File: config.mk
export PLATFORM = sky130hd
export DESIGN_NAME = data_mem_responder
export DESIGN_NICKNAME = d
export VERILOG_FILES = /design/src/rtl/data_mem_pkg.sv /design/src/rtl/data_mem_array.sv /design/src/rtl/data_mem_responder.sv
export SDC_FILE = /design/constraint.sdc
export NUM_CORES = 2
export LEC_CHECK = 0
export BUFFER_PORTS_ARGS = -buffer_cell sky130_fd_sc_hd__buf_2
export CAP_MARGIN = 20
export CORE_MARGIN = 2
export CORE_UTILIZATION = 60
export DETAILED_ROUTE_END_ITERATION = 7
export PLACE_DENSITY = 0.72
export SLEW_MARGIN = 20
export SYNTH_ARGS = -nofsm -noshare
export SYNTH_HDL_FRONTEND = slang
export SYNTH_SLANG_ARGS = --single-unit
File: constraint.sdc
create_clock -name clk -period 8.5 [get_ports clk]
set_clock_uncertainty 0.2 [all_clocks]
set_input_delay 0.85 -clock clk [delete_from_list [all_inputs] [get_ports clk]]
set_output_delay 0.85 -clock clk [all_outputs]
set_load 0.05 [all_outputs]
File: src/rtl/data_mem_pkg.sv
// Shared types and helpers for the data-memory responder: FSM state encoding,
// default widths and the even-parity function used by the optional parity column.
package data_mem_pkg;

    typedef enum logic [1:0] {
        IDLE = 2'd0,
        WAIT = 2'd1,
        RESP = 2'd2
    } dm_state_t;

    localparam int DM_ADDR_W    = 8;
    localparam int DM_DATA_W    = 16;
    // Widest data word dm_parity() accepts; callers zero-pad narrower words.
    localparam int DM_PAR_MAX_W = 64;

    // Even parity: the returned bit makes the total count of ones even.
    function automatic logic dm_parity(input logic [DM_PAR_MAX_W-1:0] data);
        return ^data;
    endfunction

endpackage

File: src/rtl/data_mem_array.sv
// Single-port synchronous word array with write enable and registered read.
// With DATA_MEM_PARITY_EN defined each word carries an even-parity bit checked on read.
module data_mem_array
    import data_mem_pkg::*;
#(
    parameter int ADDR_W = DM_ADDR_W,
    parameter int DATA_W = DM_DATA_W,
    parameter int DEPTH  = 200
) (
    input  logic              clk,
    input  logic              en,
    input  logic              we,
    input  logic [ADDR_W-1:0] addr,
    input  logic [DATA_W-1:0] wdata,
    output logic [DATA_W-1:0] rdata,
    output logic              par_err
);

`ifdef DATA_MEM_PARITY_EN
    localparam int WORD_W = DATA_W + 1;
`else
    localparam int WORD_W = DATA_W;
`endif

    logic [WORD_W-1:0] mem [DEPTH];
    logic [WORD_W-1:0] word_reg;
    logic [WORD_W-1:0] word_next;

    // Contents are deliberately not reset; the read register only updates on access.
    always_ff @(posedge clk) begin
        if (en) begin
            if (we) begin
                mem[addr] <= word_next;
            end
            word_reg <= mem[addr];
        end
    end

`ifdef DATA_MEM_PARITY_EN
    logic [DM_PAR_MAX_W-1:0] wpad;
    logic [DM_PAR_MAX_W-1:0] rpad;

    always_comb begin
        wpad = '0;
        wpad[DATA_W-1:0] = wdata;
        rpad = '0;
        rpad[DATA_W-1:0] = word_reg[DATA_W-1:0];
    end

    assign word_next = {dm_parity(wpad), wdata};
    assign par_err   = word_reg[DATA_W] != dm_parity(rpad);
`else
    assign word_next = wdata;
    assign par_err   = 1'b0;
`endif

    assign rdata = word_reg[DATA_W-1:0];

endmodule

File: src/rtl/data_mem_responder.sv
// Data-memory responder: one load/store at a time, WAIT_CYCLES wait states, then a held response.
// Optional even-parity checking is enabled by defining DATA_MEM_PARITY_EN.
module data_mem_responder
    import data_mem_pkg::*;
#(
    parameter int ADDR_W      = DM_ADDR_W,
    parameter int DATA_W      = DM_DATA_W,
    parameter int DEPTH       = 200,
    parameter int WAIT_CYCLES = 2
) (
    input  logic              clk,
    input  logic              rst_n,
    input  logic              req_valid,
    output logic              req_ready,
    input  logic              req_we,
    input  logic [ADDR_W-1:0] req_addr,
    input  logic [DATA_W-1:0] req_wdata,
    output logic              rsp_valid,
    input  logic              rsp_ready,
    output logic [DATA_W-1:0] rsp_rdata,
    output logic              rsp_err,
    output logic              busy
);

    localparam logic [ADDR_W:0] DEPTH_L = (ADDR_W+1)'(DEPTH);
    localparam logic [3:0]      WAIT_L  = 4'(WAIT_CYCLES);

    dm_state_t state_reg;
    dm_state_t state_next;
    logic [3:0] cnt_reg;
    logic [3:0] cnt_next;

    logic              we_reg;
    logic [ADDR_W-1:0] addr_reg;
    logic [DATA_W-1:0] wdata_reg;

    logic              fill_reg;
    logic              fill_we_reg;
    logic              fill_oor_reg;
    logic              rsp_valid_reg;
    logic [DATA_W-1:0] rsp_rdata_reg;
    logic              rsp_err_reg;

    logic              access;
    logic              acc_we;
    logic [ADDR_W-1:0] acc_addr;
    logic [DATA_W-1:0] acc_wdata;
    logic              in_range;
    logic              arr_en;
    logic [DATA_W-1:0] arr_rdata;
    logic              arr_par_err;

    always_ff @(posedge clk or negedge rst_n) begin
        if (!rst_n) begin
            state_reg <= IDLE;
            cnt_reg   <= 4'd0;
        end else begin
            state_reg <= state_next;
            cnt_reg   <= cnt_next;
        end
    end

    // With no wait states the array is driven straight from the request on the accept edge.
    always_comb begin
        state_next = state_reg;
        cnt_next   = cnt_reg;
        access     = 1'b0;
        acc_we     = we_reg;
        acc_addr   = addr_reg;
        acc_wdata  = wdata_reg;
        case (state_reg)
            IDLE: begin
                acc_we    = req_we;
                acc_addr  = req_addr;
                acc_wdata = req_wdata;
                if (req_valid) begin
                    cnt_next = WAIT_L;
                    if (WAIT_L == 4'd0) begin
                        access     = 1'b1;
                        state_next = RESP;
                    end else begin
                        state_next = WAIT;
                    end
                end
            end
            WAIT: begin
                cnt_next = cnt_reg - 4'd1;
                if (cnt_reg == 4'd1) begin
                    access     = 1'b1;
                    state_next = RESP;
                end
            end
            RESP: begin
                if (rsp_valid_reg && rsp_ready) begin
                    state_next = IDLE;
                end
            end
            default: state_next = IDLE;
        endcase
    end

    assign in_range = {1'b0, acc_addr} < DEPTH_L;
    assign arr_en   = access && in_range;

    data_mem_array #(
        .ADDR_W (ADDR_W),
        .DATA_W (DATA_W),
        .DEPTH  (DEPTH)
    ) u_array (
        .clk     (clk),
        .en      (arr_en),
        .we      (acc_we),
        .addr    (acc_addr),
        .wdata   (acc_wdata),
        .rdata   (arr_rdata),
        .par_err (arr_par_err)
    );

    // The array read register lands on the access edge; the response flops
    // capture it one edge later, which sets the WAIT_CYCLES+1 latency.
    always_ff @(posedge clk or negedge rst_n) begin
        if (!rst_n) begin
            we_reg        <= 1'b0;
            addr_reg      <= '0;
            wdata_reg     <= '0;
            fill_reg      <= 1'b0;
            fill_we_reg   <= 1'b0;
            fill_oor_reg  <= 1'b0;
            rsp_valid_reg <= 1'b0;
            rsp_rdata_reg <= '0;
            rsp_err_reg   <= 1'b0;
        end else begin
            if (state_reg == IDLE && req_valid) begin
                we_reg    <= req_we;
                addr_reg  <= req_addr;
                wdata_reg <= req_wdata;
            end
            fill_reg <= access;
            if (access) begin
                fill_we_reg  <= acc_we;
                fill_oor_reg <= !in_range;
            end
            if (fill_reg) begin
                rsp_valid_reg <= 1'b1;
                rsp_rdata_reg <= (fill_we_reg || fill_oor_reg) ? '0 : arr_rdata;
                rsp_err_reg   <= fill_oor_reg || (!fill_we_reg && arr_par_err);
            end else if (rsp_valid_reg && rsp_ready) begin
                rsp_valid_reg <= 1'b0;
            end
        end
    end

    assign req_ready = rst_n && (state_reg == IDLE);
    assign busy      = state_reg != IDLE;
    assign rsp_valid = rsp_valid_reg;
    assign rsp_rdata = rsp_rdata_reg;
    assign rsp_err   = rsp_err_reg;

endmodule

==> impl_metrics.prom <==
# TYPE chip_impl_metric gauge
chip_impl_metric{name="grt_start_max_net_pins",unit=""} 166
chip_impl_metric{name="grt-ovfl-total",unit=""} 0
chip_impl_metric{name="clk_transition_reported_paths",unit="ns"} 0.06
chip_impl_metric{name="number_of_search_and_repair_iterations_in_the_first_detailed_routing_pass",unit=""} 8
chip_impl_info{name="worst_path_dominant_cell_family",value="simple AND/OR/NAND/NOR gates"} 1
chip_impl_metric{name="power.density",unit="nW/um2"} 390
chip_impl_metric{name="via_per_inst",unit=""} 7.14
chip_impl_metric{name="drive_above_1_share",unit="%"} 11.8
chip_impl_metric{name="maxSlewHeadroom",unit="%"} 17.1
chip_impl_metric{name="post_synth_inst_count",unit=""} 6914
chip_impl_metric{name="placeable_area",unit="um2"} 202000
chip_impl_metric{name="largest_register_ffs",unit=""} 3200
chip_impl_metric{name="h-tree-depth",unit=""} 5
chip_impl_metric{name="post_synthesis_area_per_instance",unit="um2"} 17.6
chip_impl_metric{name="critPathBufInv",unit=""} 1
chip_impl_info{name="regMostFlops",value="u_array.mem"} 1
chip_impl_metric{name="route.antenna.remaining_nets",unit=""} 0
chip_impl_info{name="timing.setup.critical_path_class",value="flop to flop"} 1
chip_impl_metric{name="peakVddDrop",unit="mV"} 0.515
chip_impl_metric{name="remaining_drc_errors",unit=""} 2
chip_impl_metric{name="timing_worst_slew_pin_value",unit="ns"} 1.24
chip_impl_metric{name="floorplan.die.width",unit="um"} 454
chip_impl_metric{name="fin_setup_tns",unit="ns"} 0
chip_impl_metric{name="cp_slowest_stage_delay",unit="ns"} 1.03
chip_impl_metric{name="post-cts-setup-buffer-count",unit=""} 0
chip_impl_metric{name="track_usage",unit="%"} 32.0
chip_impl_metric{name="number_of_nets_in_the_finished_design",unit=""} 7137
chip_impl_metric{name="number_of_global_route_vias_before_repair",unit=""} 67700
chip_impl_metric{name="grt_first_pass_wirelength",unit="mm"} 476
chip_impl_info{name="cts_root_buffer",value="sky130_fd_sc_hd__clkbuf_16"} 1
chip_impl_metric{name="timing.final.crit_period",unit="ns"} 5.81
chip_impl_metric{name="number_of_cts_inserted_buffers",unit=""} 326
chip_impl_info{name="cp_cell_sequence",value="nor2_8 > inv_4 > nand3_1 > nand2_1 > a21oi_4 > and3_1 > nand2_1 > nor2_2"} 1
chip_impl_metric{name="crit_fanout",unit=""} 37
chip_impl_info{name="worstSetupStartpointType",value="flop"} 1
chip_impl_metric{name="syn_to_final_growth",unit="%"} 11.5
chip_impl_metric{name="hpwlAfterDp",unit="mm"} 184
chip_impl_metric{name="pin_count",unit=""} 49
chip_impl_info{name="grt_setup_unrepaired",value="no"} 1
chip_impl_metric{name="routed_wire_length_per_instance",unit="um"} 33.5
chip_impl_metric{name="ys_seq_area_share",unit="%"} 80.6
chip_impl_metric{name="cts_repair_resize_count",unit=""} 0
chip_impl_metric{name="multiInputGateArea",unit="um2"} 21200
chip_impl_metric{name="synthesis.area",unit="um2"} 121000
chip_impl_info{name="clock_tree_from_tritoncts",value="done"} 1
chip_impl_metric{name="timing.critical_path.arrival",unit="ns"} 6.16
chip_impl_metric{name="initial_core_utilization",unit="%"} 60.2
chip_impl_metric{name="synth_async_sr_flop_share",unit="%"} 1.59
chip_impl_info{name="synthFlopType",value="sky130_fd_sc_hd__edfxtp_1"} 1
chip_impl_info{name="cp_common_cell",value="sky130_fd_sc_hd__nand2_1"} 1
chip_impl_metric{name="ys_ff_latch",unit=""} 3268
chip_impl_metric{name="fill_cells",unit=""} 12600
chip_impl_info{name="slowest_stage",value="sky130_fd_sc_hd__nor2_2"} 1
chip_impl_metric{name="fin_crit_sh",unit="%"} 68.3
chip_impl_info{name="violated_checks",value="DRC"} 1
chip_impl_metric{name="count_of_flip_flops_with_a_built_in_enable_after_synthesis",unit=""} 3216
chip_impl_metric{name="postRouteWirelength",unit="mm"} 335
chip_impl_metric{name="report.final.setup_viol",unit=""} 0
chip_impl_metric{name="die_area",unit="um2"} 206000
chip_impl_metric{name="max_clock_freq",unit="MHz"} 172
chip_impl_info{name="critPathCaptureType",value="flop"} 1
chip_impl_metric{name="final_hold_viol_count",unit=""} 0
chip_impl_metric{name="timing.hold.ws",unit="ns"} 0.0637
chip_impl_metric{name="vias",unit=""} 71400
chip_impl_info{name="outcome",value="finished, violations left"} 1
chip_impl_metric{name="number_of_synthesis_warnings",unit=""} 0
chip_impl_metric{name="hold_buffers",unit=""} 21
chip_impl_metric{name="y_dimension_of_the_die",unit="um"} 454
chip_impl_metric{name="floorplan.rows",unit=""} 165
chip_impl_metric{name="port_bufs",unit=""} 48
chip_impl_metric{name="slew_violations",unit=""} 0
chip_impl_metric{name="clock_insertion_delay_worst_skew",unit="ns"} 0.95
chip_impl_metric{name="cts-root-to-sink-buffers",unit=""} 4
chip_impl_metric{name="drt_iter0_drc",unit=""} 12300
chip_impl_info{name="timing.hold.worst.class",value="input port to flop"} 1
chip_impl_metric{name="power.leakage",unit="nW"} 42.1
chip_impl_metric{name="worst_ep_required_time",unit="ns"} 8.85
chip_impl_metric{name="synth.lib_cells_used.distinct",unit=""} 48
chip_impl_metric{name="gp_routability_congestion",unit=""} 0.921
chip_impl_metric{name="syn-num-nets",unit=""} 6945
chip_impl_metric{name="regArea",unit="um2"} 97900
chip_impl_metric{name="clock_sink_count",unit=""} 3268
chip_impl_metric{name="number_of_antenna_violations_at_the_first_check_in_global_routing",unit=""} 19
chip_impl_metric{name="drv.max_cap_violation_count",unit=""} 0
-- placed cells by master, fill, tap and decap left out, drive strengths merged, types with 21 or more instances in the layout --
cell         instances
a41o                32
clkinv             112
o41ai               64
dfrtp               52
inv                 27
a32oi               96
a211oi              32
nand2              111
mux2                28
a21oi              257
a31oi              145
and3               132
nor2               206
dlygate4sd3         21
o21ai               27
a22o                32
edfxtp            3216
clkbuf             411
buf                367
nand3              310
a22oi             1537
a221oi              32
-- per-layer routing --
metal	vias up	GRT usage [%]	part of all wire, %
met3	727	9.29	14
met2	5491	46.7	45
li1	29200	-	-
met5	-	0	0.0098
met4	6	12.4	4.1
met1	36000	46.1	37
-- through the flow --
| step | setup WS [ns] | cell area [um2] | cells | power (mW) | util [%] |
|---|---|---|---|---|---|
| after global routing | 2.58 | 135000 | 10000 | 54.2 | 67.1 |
| final | 2.69 | 135000 | 10000 | 52.8 | 67.1 |
| after global placement | 2.41 | 125000 | 9420 | 38.7 | 62.1 |
| after detailed placement | 2.26 | 125000 | 9424 | 39.2 | 62.2 |
| after floorplan | 3.49 | 121000 | 6914 | 32.7 | - |
| after CTS | 2.20 | 135000 | 9992 | 52.2 | 67.0 |
-- synthesized netlist by cell type, types with 64 or more instances --
master | count | area share (%)
sky130_fd_sc_hd__nand2_1 | 107 | 0.33
sky130_fd_sc_hd__nand3_1 | 310 | 1.3
sky130_fd_sc_hd__a21oi_1 | 257 | 1.1
sky130_fd_sc_hd__a31oi_1 | 145 | 0.75
sky130_fd_sc_hd__nor2_1 | 205 | 0.63
sky130_fd_sc_hd__and3_1 | 132 | 0.68
sky130_fd_sc_hd__clkbuf_1 | 162 | 0.50
sky130_fd_sc_hd__a32oi_1 | 96 | 0.69
sky130_fd_sc_hd__edfxtp_1 | 3216 | 80
sky130_fd_sc_hd__o41ai_1 | 64 | 0.46
sky130_fd_sc_hd__buf_2 | 284 | 1.2
sky130_fd_sc_hd__a22oi_1 | 1537 | 9.5
-- where the power goes --
part / switching (mW) / internal, mW / total (mW) / leakage [nW]
Sequential: 0.123 / 21.4 / 21.6 / 29.7
Combinational: 13.8 / 4.14 / 18.0 / 7.69
Clock: 5.75 / 7.52 / 13.3 / 4.68
Total: 19.7 / 33.1 / 52.8 / 42.1
-- worst register-to-register path, stage by stage, from the launching register on --
cell,delay [ns]
sky130_fd_sc_hd__dfrtp_1,0.51
sky130_fd_sc_hd__nor2_8,0.61
sky130_fd_sc_hd__inv_4,0.31
sky130_fd_sc_hd__nand3_1,0.20
sky130_fd_sc_hd__nand2_1,0.58
sky130_fd_sc_hd__a21oi_4,0.87
sky130_fd_sc_hd__and3_1,0.36
sky130_fd_sc_hd__nand2_1,0.72
sky130_fd_sc_hd__nor2_2,1.04
-- cell families (layout without fill, tap and decap cells) --
logic type | after synthesis | count (layout) | share of synthesized area [%]
flip-flops | 3268 | 3268 | 80.6
AO/OA/AOI/OAI | 2277 | 2277 | 13.7
AND/OR/NAND/NOR | 791 | 791 | 3.16
buffers and inverters | 546 | 957 | 2.21
multiplexers | 30 | 30 | 0.293
adder cells (fa/ha/maj) | 2 | 2 | 0.0206
other | 0 | 5 | 0
-- layout make-up --
| class | instances | share of cell area [%] |
|---|---|---|
| well taps | 2672 | 2.47 |
| clock inverters | 136 | 0.725 |
| inverters | 22 | 0.0628 |
| flip-flops and latches | 3268 | 72.3 |
| multi-input cells | 3100 | 15.6 |
| diodes | 5 | 0.00924 |
| repair buffers | 388 | 2.45 |
| clock buffers | 411 | 6.36 |
-- path summary, 6_finish.rpt --
| path | end | slack (ns) | cells after the start | startpoint |
|---|---|---|---|---|
| max reg2reg | u_array.mem[50][9]$_DFFE_PP_ | 2.69 | 8 | state_reg[1]$_DFFE_PN0P_ |
| max | u_array.mem[50][9]$_DFFE_PP_ | 2.69 | 8 | state_reg[1]$_DFFE_PN0P_ |
| max in group asynchronous | rsp_rdata[12]$_DFFE_PN0P_ | 7.18 | 3 | rst_n |
| min reg2reg | rsp_rdata[12]$_DFFE_PN0P_ | 0.29 | 2 | u_array.rdata[12]$_DFFE_PP_ |
| min | addr_reg[4]$_DFFE_PN0P_ | 0.06 | 2 | req_addr[4] |
| min in group asynchronous | wdata_reg[1]$_DFFE_PN0P_ | 0.39 | 3 | rst_n |
No activity file was read; power rests on OpenSTA's default activity.
